<file path="config.mk">
export PLATFORM = sky130hd
export DESIGN_NAME = slurm_cpu_hazard_scoreboard
export DESIGN_NICKNAME = d
export VERILOG_FILES = /design/src/rtl/slurm_cpu_hazard_scoreboard.sv
export SDC_FILE = /design/constraint.sdc
export NUM_CORES = 1
export LEC_CHECK = 0
export ABC_AREA = 1
export CAP_MARGIN = 10
export CORE_MARGIN = 4
export CORE_UTILIZATION = 30
export CTS_BUF_LIST = sky130_fd_sc_hd__clkbuf_4
export CTS_CLUSTER_DIAMETER = 120
export CTS_CLUSTER_SIZE = 12
export DETAILED_ROUTE_END_ITERATION = 6
export PLACE_DENSITY = 0.63
export SYNTH_ARGS = -nofsm -noshare
export SYNTH_HDL_FRONTEND = slang
export SYNTH_SLANG_ARGS = --single-unit
</file>
<file path="constraint.sdc">
create_clock -name CLK -period 2 [get_ports CLK]
set_clock_uncertainty 0.2 [all_clocks]
set_input_delay 0.3 -clock CLK [delete_from_list [all_inputs] [get_ports CLK]]
set_output_delay 0.3 -clock CLK [all_outputs]
set_load 0.01 [all_outputs]
</file>
<file path="src/rtl/slurm_cpu_hazard_scoreboard.sv">
// ---------------------------------------------------------------------------
// slurm_cpu_hazard_scoreboard
//
// Tracks the destination registers and flag writers of the DEPTH instructions
// in flight beyond p0 and decides, for the instruction currently in p0,
// whether to forward each operand, stall the pipeline, or do nothing.
//
// Ports:
//   CLK, RST         clock, asynchronous active-high reset
//   is_executing     pipeline advances this cycle
//   load_pc          branch taken: flush all tracked entries
//   p0_*             description of the instruction in slot p0
//   regA_sel0/B      p0 source registers
//   stall            hold p0 and insert a bubble (combinational)
//   stall_start/end  first stalled cycle / first cycle after a stall
//   fwd_a/b_valid    operand comes from the forwarding network
//   fwd_a/b_sel      forwarding source stage, 1..DEPTH (0 when not forwarding)
//   stall_count      saturating count of stalled cycles
//
// state   | meaning
// --------+------------------------------------------------
// RUN     | pipeline flowing, no stall seen last cycle
// STALLED | previous cycle stalled (or held while stalled)
// ---------------------------------------------------------------------------
module slurm_cpu_hazard_scoreboard #(
  parameter int                 REGISTER_BITS = 4,
  parameter int                 DEPTH         = 4,
  parameter logic [DEPTH-1:0]   STALL_MASK    = 4'b0010,
  parameter logic [DEPTH-1:0]   FWD_MASK      = 4'b0001,
  parameter logic [DEPTH-1:0]   FLAG_MASK     = 4'b0111,
  parameter int                 CNT_BITS      = 8,
  localparam int                SEL_W         = $clog2(DEPTH + 1)
) (
  input  logic                     CLK,
  input  logic                     RST,
  input  logic                     is_executing,
  input  logic                     load_pc,
  input  logic                     p0_valid,
  input  logic                     p0_wr_en,
  input  logic [REGISTER_BITS-1:0] p0_wr_reg,
  input  logic                     p0_wr_flags,
  input  logic                     p0_uses_flags,
  input  logic [REGISTER_BITS-1:0] regA_sel0,
  input  logic [REGISTER_BITS-1:0] regB_sel0,
  output logic                     stall,
  output logic                     stall_start,
  output logic                     stall_end,
  output logic                     fwd_a_valid,
  output logic [SEL_W-1:0]         fwd_a_sel,
  output logic                     fwd_b_valid,
  output logic [SEL_W-1:0]         fwd_b_sel,
  output logic [CNT_BITS-1:0]      stall_count
);

  typedef enum logic {RUN, STALLED} state_t;

  state_t                     state;
  logic [DEPTH:1]             sb_valid;
  logic [DEPTH:1]             sb_flags;
  logic [REGISTER_BITS-1:0]   sb_reg [1:DEPTH];

  logic found_a, found_b, hz_a, hz_b, flag_any, hazard;

  // Nearest-writer scan: the first matching stage decides; older stages
  // holding the same register are ignored.
  always_comb begin
    found_a     = 1'b0;
    found_b     = 1'b0;
    hz_a        = 1'b0;
    hz_b        = 1'b0;
    flag_any    = 1'b0;
    fwd_a_valid = 1'b0;
    fwd_a_sel   = '0;
    fwd_b_valid = 1'b0;
    fwd_b_sel   = '0;
    for (int k = 1; k <= DEPTH; k++) begin
      if (!found_a && regA_sel0 != '0 && sb_valid[k] && sb_reg[k] == regA_sel0) begin
        found_a = 1'b1;
        if (FWD_MASK[k-1]) begin
          fwd_a_valid = 1'b1;
          fwd_a_sel   = SEL_W'(k);
        end else if (STALL_MASK[k-1]) begin
          hz_a = 1'b1;
        end
      end
      if (!found_b && regB_sel0 != '0 && sb_valid[k] && sb_reg[k] == regB_sel0) begin
        found_b = 1'b1;
        if (FWD_MASK[k-1]) begin
          fwd_b_valid = 1'b1;
          fwd_b_sel   = SEL_W'(k);
        end else if (STALL_MASK[k-1]) begin
          hz_b = 1'b1;
        end
      end
      if (sb_valid[k] && sb_flags[k] && FLAG_MASK[k-1]) begin
        flag_any = 1'b1;
      end
    end
  end

  assign hazard      = p0_valid && (hz_a || hz_b || (p0_uses_flags && flag_any));
  assign stall       = hazard && is_executing && !load_pc;
  assign stall_start = stall && (state == RUN);
  assign stall_end   = (state == STALLED) && !stall && is_executing;

  // Scoreboard shift register. A stall pushes a bubble so the writer drains
  // past the stalling stages and the stall resolves by itself.
  always_ff @(posedge CLK or posedge RST) begin
    if (RST) begin
      sb_valid <= '0;
      sb_flags <= '0;
      for (int k = 1; k <= DEPTH; k++) begin
        sb_reg[k] <= '0;
      end
    end else if (load_pc) begin
      sb_valid <= '0;
    end else if (is_executing) begin
      for (int k = DEPTH; k >= 2; k--) begin
        sb_valid[k] <= sb_valid[k-1];
        sb_flags[k] <= sb_flags[k-1];
        sb_reg[k]   <= sb_reg[k-1];
      end
      sb_valid[1] <= p0_valid && !stall;
      sb_flags[1] <= p0_wr_flags && !stall;
      sb_reg[1]   <= (p0_wr_en && !stall) ? p0_wr_reg : '0;
    end
  end

  always_ff @(posedge CLK or posedge RST) begin
    if (RST) begin
      state       <= RUN;
      stall_count <= '0;
    end else if (load_pc) begin
      state <= RUN;
    end else begin
      if (stall && stall_count != '1) begin
        stall_count <= stall_count + 1'b1;
      end
      case (state)
        RUN:     if (stall) state <= STALLED;
        STALLED: if (!stall && is_executing) state <= RUN;
        default: state <= RUN;
      endcase
    end
  end

endmodule
</file>
After elaboration in Yosys (flattened, before gate mapping)
Cells that the tools add are included.
W data, S select, Z words.
{"block": "totals", "regBits": 23, "in_bits": 20}
{"block": "op_classes", "n_addsub": 1, "eq_ne": 5, "n_mux": 16, "bitwise": 2, "n_reduce_logical": 36}
{"operator": "$logic_and A1 B1 Y1", "count": 25}
{"operator": "$eq A4 B4 Y1", "count": 4}
{"operator": "$mux W1", "count": 12}
{"operator": "$add A8 B1 Y8 const B", "count": 1}
{"operator": "$ne A8 B8 Y1 const B", "count": 1}
{"operator": "$reduce_bool A4 Y1", "count": 2}
{"operator": "$mux W3", "count": 2}
{"operator": "$logic_not A1 Y1", "count": 4}
{"operator": "$mux W4", "count": 1}
{"operator": "$reduce_and A2 Y1", "count": 2}
{"operator": "$logic_or A1 B1 Y1", "count": 2}
{"operator": "$not A1 Y1", "count": 2}
{"operator": "$pmux W1 S2", "count": 1}
{"operator": "$reduce_bool A2 Y1", "count": 1}

Longest topological paths before layout
{"block": "logic_depth", "word_depth": 19, "ltp_mapped": 13, "ltp_nobuf": 12}

Worst setup path before layout
Ideal clock, no wire load.
{"block": "synth_timing", "path_kind": "register -> output", "from": "register sb_reg[14] (netlist name)", "to": "output port stall_end", "arrival_ns": 1.264, "required_ns": 1.500, "path_slack_ns": 0.236, "stages_incl_launch_ff": 12, "path_cell_list": "dfrtp_1 > inv_2 > nand2_1 > nand2_1 > nor2_1 > nand3_1 > nand2_1 > nand3_2 > buf_6 > nand2_8 > inv_2 > nor2_2"}
{"block": "synth_via", "elab_chain_len": 16}
{"item": "start: declaration", "line": "60", "rtl": "logic [REGISTER_BITS-1:0] sb_reg [1:DEPTH];"}
{"item": "start signal: indexed assignment", "line": "121", "rtl": "sb_reg[k] <= sb_reg[k-1];"}
{"item": "$eq A4 B4 Y1, on equally long branches", "line": "77, 86"}
{"item": "$logic_and A1 B1 Y1, on equally long branches", "line": "77, 86"}
{"item": "$mux W1, on equally long branches", "line": "77, 86"}
{"item": "$logic_not A1 Y1, on equally long branches", "line": "77, 86"}
{"item": "$logic_and A1 B1 Y1, on equally long branches (3 in series)", "line": "77, 86"}
{"item": "$mux W1, on equally long branches", "line": "77, 86"}
{"item": "$logic_or A1 B1 Y1 (*) (2 in series)", "line": "101", "rtl": "assign hazard = p0_valid && (hz_a || hz_b || (p0_uses_flags && flag_any));"}
{"item": "$logic_and A1 B1 Y1 (*)", "line": "101"}
{"item": "$logic_and A1 B1 Y1 (*) (2 in series)", "line": "102", "rtl": "assign stall = hazard && is_executing && !load_pc;"}
{"item": "named net stall", "line": "45", "rtl": "output logic stall,"}
{"item": "$logic_not A1 Y1 (*)", "line": "104", "rtl": "assign stall_end = (state == STALLED) && !stall && is_executing;"}
{"item": "$logic_and A1 B1 Y1 (*) (2 in series)", "line": "104"}
{"item": "end: declaration", "line": "47", "rtl": "output logic stall_end,"}
Mark *: on every way through the listed nets, which the timed path passes. The rest lies on a longest branch.

Worst setup path after layout
{"block": "layout_timing", "from": "register sb_reg[12] (netlist name)", "to": "output port stall_end"}
{"block": "layout_via", "elab_chain_len": 16}
{"item": "$eq A4 B4 Y1, on equally long branches", "line": "77, 86"}
{"item": "$logic_and A1 B1 Y1, on equally long branches", "line": "77, 86"}
{"item": "$mux W1, on equally long branches", "line": "77, 86"}
{"item": "$logic_not A1 Y1, on equally long branches", "line": "77, 86"}
{"item": "$logic_and A1 B1 Y1, on equally long branches (3 in series)", "line": "77, 86"}
{"item": "$mux W1, on equally long branches", "line": "77, 86"}
{"item": "$logic_or A1 B1 Y1 (*) (2 in series)", "line": "101"}
{"item": "$logic_and A1 B1 Y1 (*)", "line": "101"}
{"item": "$logic_and A1 B1 Y1 (*) (2 in series)", "line": "102"}
{"item": "$logic_not A1 Y1 (*)", "line": "104"}
{"item": "$logic_and A1 B1 Y1 (*) (2 in series)", "line": "104"}
Every way passes the cells marked *; elsewhere a longest branch is shown, timed or not.

==> metrics.md <==
| Metric | Value |
|---|---|
| Mean Syn Cell Area | 6.73 µm² |
| Crit-path cells | nand2_1 > o21ai_1 > nor2_1 > nand3_1 > nand2_2 > nand3_4 > nand2_8 > inv_6 > nor2_4 > buf_6 |
| Worst-path clk slew | 130 ps |
| First-pass DRT Iterations | 4 |
| Outcome | finished with violations |
| Crit Path Category | reg -> out |
| Layout area overhead | 41.7% |
| Fmax achieved | 0.454 GHz |
| Row cnt | 25 |
| Post-route clock period utilization | 110% |
| Setup ws final | -200 ps |
| Main combinational cell family by area after synthesis | simple AND/OR/NAND/NOR gates |
| Synth top area cells | dfrtp_1 38%, nand2_1 21%, inv_1 7.2% |
| Most frequent cell after synthesis | nand2_1 |
| Unrepaired setup endpoints after global routing | true |
| Power per cell area | 489 nW/µm² |
| Overall routing resource usage | 11.9% |
| Via count | 1495 |
| Final Critical Period | 2200 ps |
| Number of global-route vias before repair | 1364 |
| Max Slew Vio Count | 0 |
| Failing checks | setup timing |
| CP Capture Type | output port |
| Worst vdd ir | 0.273 mV |
| Pwr Total | 1.04 mW |
| N_diodes | 0 |
| IO buf count | 34 |
| Post-synthesis mux area share | 0% |
| DR DRC count | 0 |
| Post-synth EDFFs | 0 |
| # IOs | 39 |
| Post-synth cell types | 24 |
| Startpoint types | flip-flop |
| Post-DP HPWL | 2800 µm |
| Pleak | 1.12 nW |
| Final Hold Viols | 0 |
| H-tree levels | 1 |
| CTS tree | yes |
| CTS root buf | clkbuf_4 |
| Overflow after GRT | 0 |
| Initial antenna violation count | 0 |
| Clock Sinks | 23 |
| GP Congestion | 0.905 |
| Final ANT Viol Nets | 0 |
| Post-synthesis simple-gate area fraction | 39.6% |
| # Max-Cap Violations | 0 |
| First-pass GRT wire length | 6000 µm |
| Clk buf depth | 2 |
| Fin cells | 348 |
| TritonCTS buffer count | 3 |
| Xor/xnor share of the synthesized area | 3.50% |
| Compound-Gate Fraction of Synth Area | 5.25% |
| Die Ht | 78.7 µm |
| Post-synthesis sequential area ratio | 38.3% |
| Die Footprint | 6200 µm² |
| Inst Count DP | 340 |
| Synth Instances | 223 |
| DIE WIDTH | 78.7 µm |
| DRT iter0 DRCs | 107 |
| Routed wire length | 3560 µm |
| CTS Hold Bufs | 0 |
| Worst EP required | 1500 ps |
| Largest net degree at the start of global routing | 24 |
| DR vias/cell | 4.30 |
| Fin nets | 303 |
| DR WL/cell | 10.2 µm |
| Layout Utilization | 44.5% |
| Final TNS setup | -498 ps |
| Post-synth top area cell | dfrtp_1 |
| Core area | 4790 µm² |
| Worst min path class | in -> async |
| Crit-path max FO | 6 |
| Synth warnings | 0 |
| Final setup vio count | 3 |
| Worst EP arrival | 1700 ps |
| Ys async rst share | 100% |
| Starting density of the core | 31.4% |
| Adder-cell area share of the yosys netlist | 0.833% |
| Place WS | -726 ps |
| Slowest stage delay, CP | 470 ps |
| Fraction of layout cells with a size suffix above 1 | 19.9% |
| CP bufs+invs | 2 |
| Post-synth top flop | dfrtp_1 |
| Commonest cells in the netlist | 82 x nand2_1, 29 x inv_1, 26 x nor2_1 |
| Mapped cell area | 1500 µm² |
| Synth top area share | 38.3% |
| Cell family with most CP delay | simple AND/OR/NAND/NOR gates |
| Seq cells post-synth | 23 |
| Clock Latency Late Sink | 310 ps |
| CP max stage cell | dfrtp_2 |
-- worst min-delay path, stage by stage --
cell and delay [ps]:
clkdlybuf4s50_1 390, inv_1 50, buf_4 290
-- report_power, final --
group | total (mW) | switching [mW] | internal [mW]
combinational | 0.285 | 0.142 | 0.143
clock | 0.215 | 0.140 | 0.0746
sequential | 0.540 | 0.0360 | 0.504
-- metal layers --
metal / vias to the layer above / wire length (µm) / part of all wire, % / track usage [%]
met1: 659 / 1660 / 47 / 15.0
met3: 2 / 192 / 5.4 / 2.15
met5: - / 0 / 0 / 0
li1: 799 / - / - / -
met4: 0 / 29 / 0.82 / 4.02
met2: 35 / 1680 / 47 / 20.5
-- layout make-up --
class | count | area (µm²)
clock buffer | 3 | 22.5
clock inverter | 1 | 5.00
fill | 505 | 2660
inverter | 32 | 130
multi-input combinational | 162 | 781
sequential | 23 | 577
tap | 67 | 83.8
timing repair buffer | 60 | 529
-- what timing repair did --
action | in CTS | in global routing
buffers inserted | 4 | 1
setup endpoints to repair | 7 | 15
pin swaps | 13 | 9
resized for setup | 48 | 14
-- final timing paths --
kind,from,endpoint,slack (ps),cells after the start
worst max-delay path,sb_reg[12]$_DFFE_PP0P_,stall_end,-200,10
worst min-delay path,RST,stall_count[0]$_DFFE_PP0P_,110,3
worst max register to register,sb_reg[11]$_DFFE_PP0P_,stall_count[6]$_DFFE_PP0P_,180,12
worst min register to register,sb_flags[3]$_DFFE_PP0P_,sb_flags[3]$_DFFE_PP0P_,300,2
max in group asynchronous,RST,sb_reg[12]$_DFFE_PP0P_,1240,3
min in group CLK,sb_flags[3]$_DFFE_PP0P_,sb_flags[3]$_DFFE_PP0P_,300,2
-- through the flow --
stage / instance area [µm²] / hold slack (ps)
final: 2130 / 109
after global routing: 2130 / 126
after CTS: 2070 / 112
after detailed placement: 2040 / 277
after global placement: 2040 / 262
after floorplan: 1510 / 102
-- layout by cell type, fill, tap and decap left out, drive strengths merged --
| master | instances |
|---|---|
| a21oi | 2 |
| dlygate4sd2 | 8 |
| conb | 4 |
| clkdlybuf4s50 | 19 |
| nor2 | 27 |
| buf | 33 |
| o21ai | 10 |
| xnor2 | 3 |
| ha | 1 |
| nand2 | 83 |
| nand3 | 16 |
| clkbuf | 3 |
| clkinv | 2 |
| xor2 | 3 |
| inv | 31 |
| nand4 | 8 |
| or2 | 2 |
| o22ai | 3 |
| dfrtp | 23 |
-- logic make-up after synthesis --
| group | count (synthesis) |
|---|---|
| simple gates | 136 |
| fa+ha+maj | 1 |
| other cells | 1 |
| compound gates | 15 |
| xor+xnor | 6 |
| flops | 23 |
| buf+inv | 41 |
(Power assumes the default switching activity.)
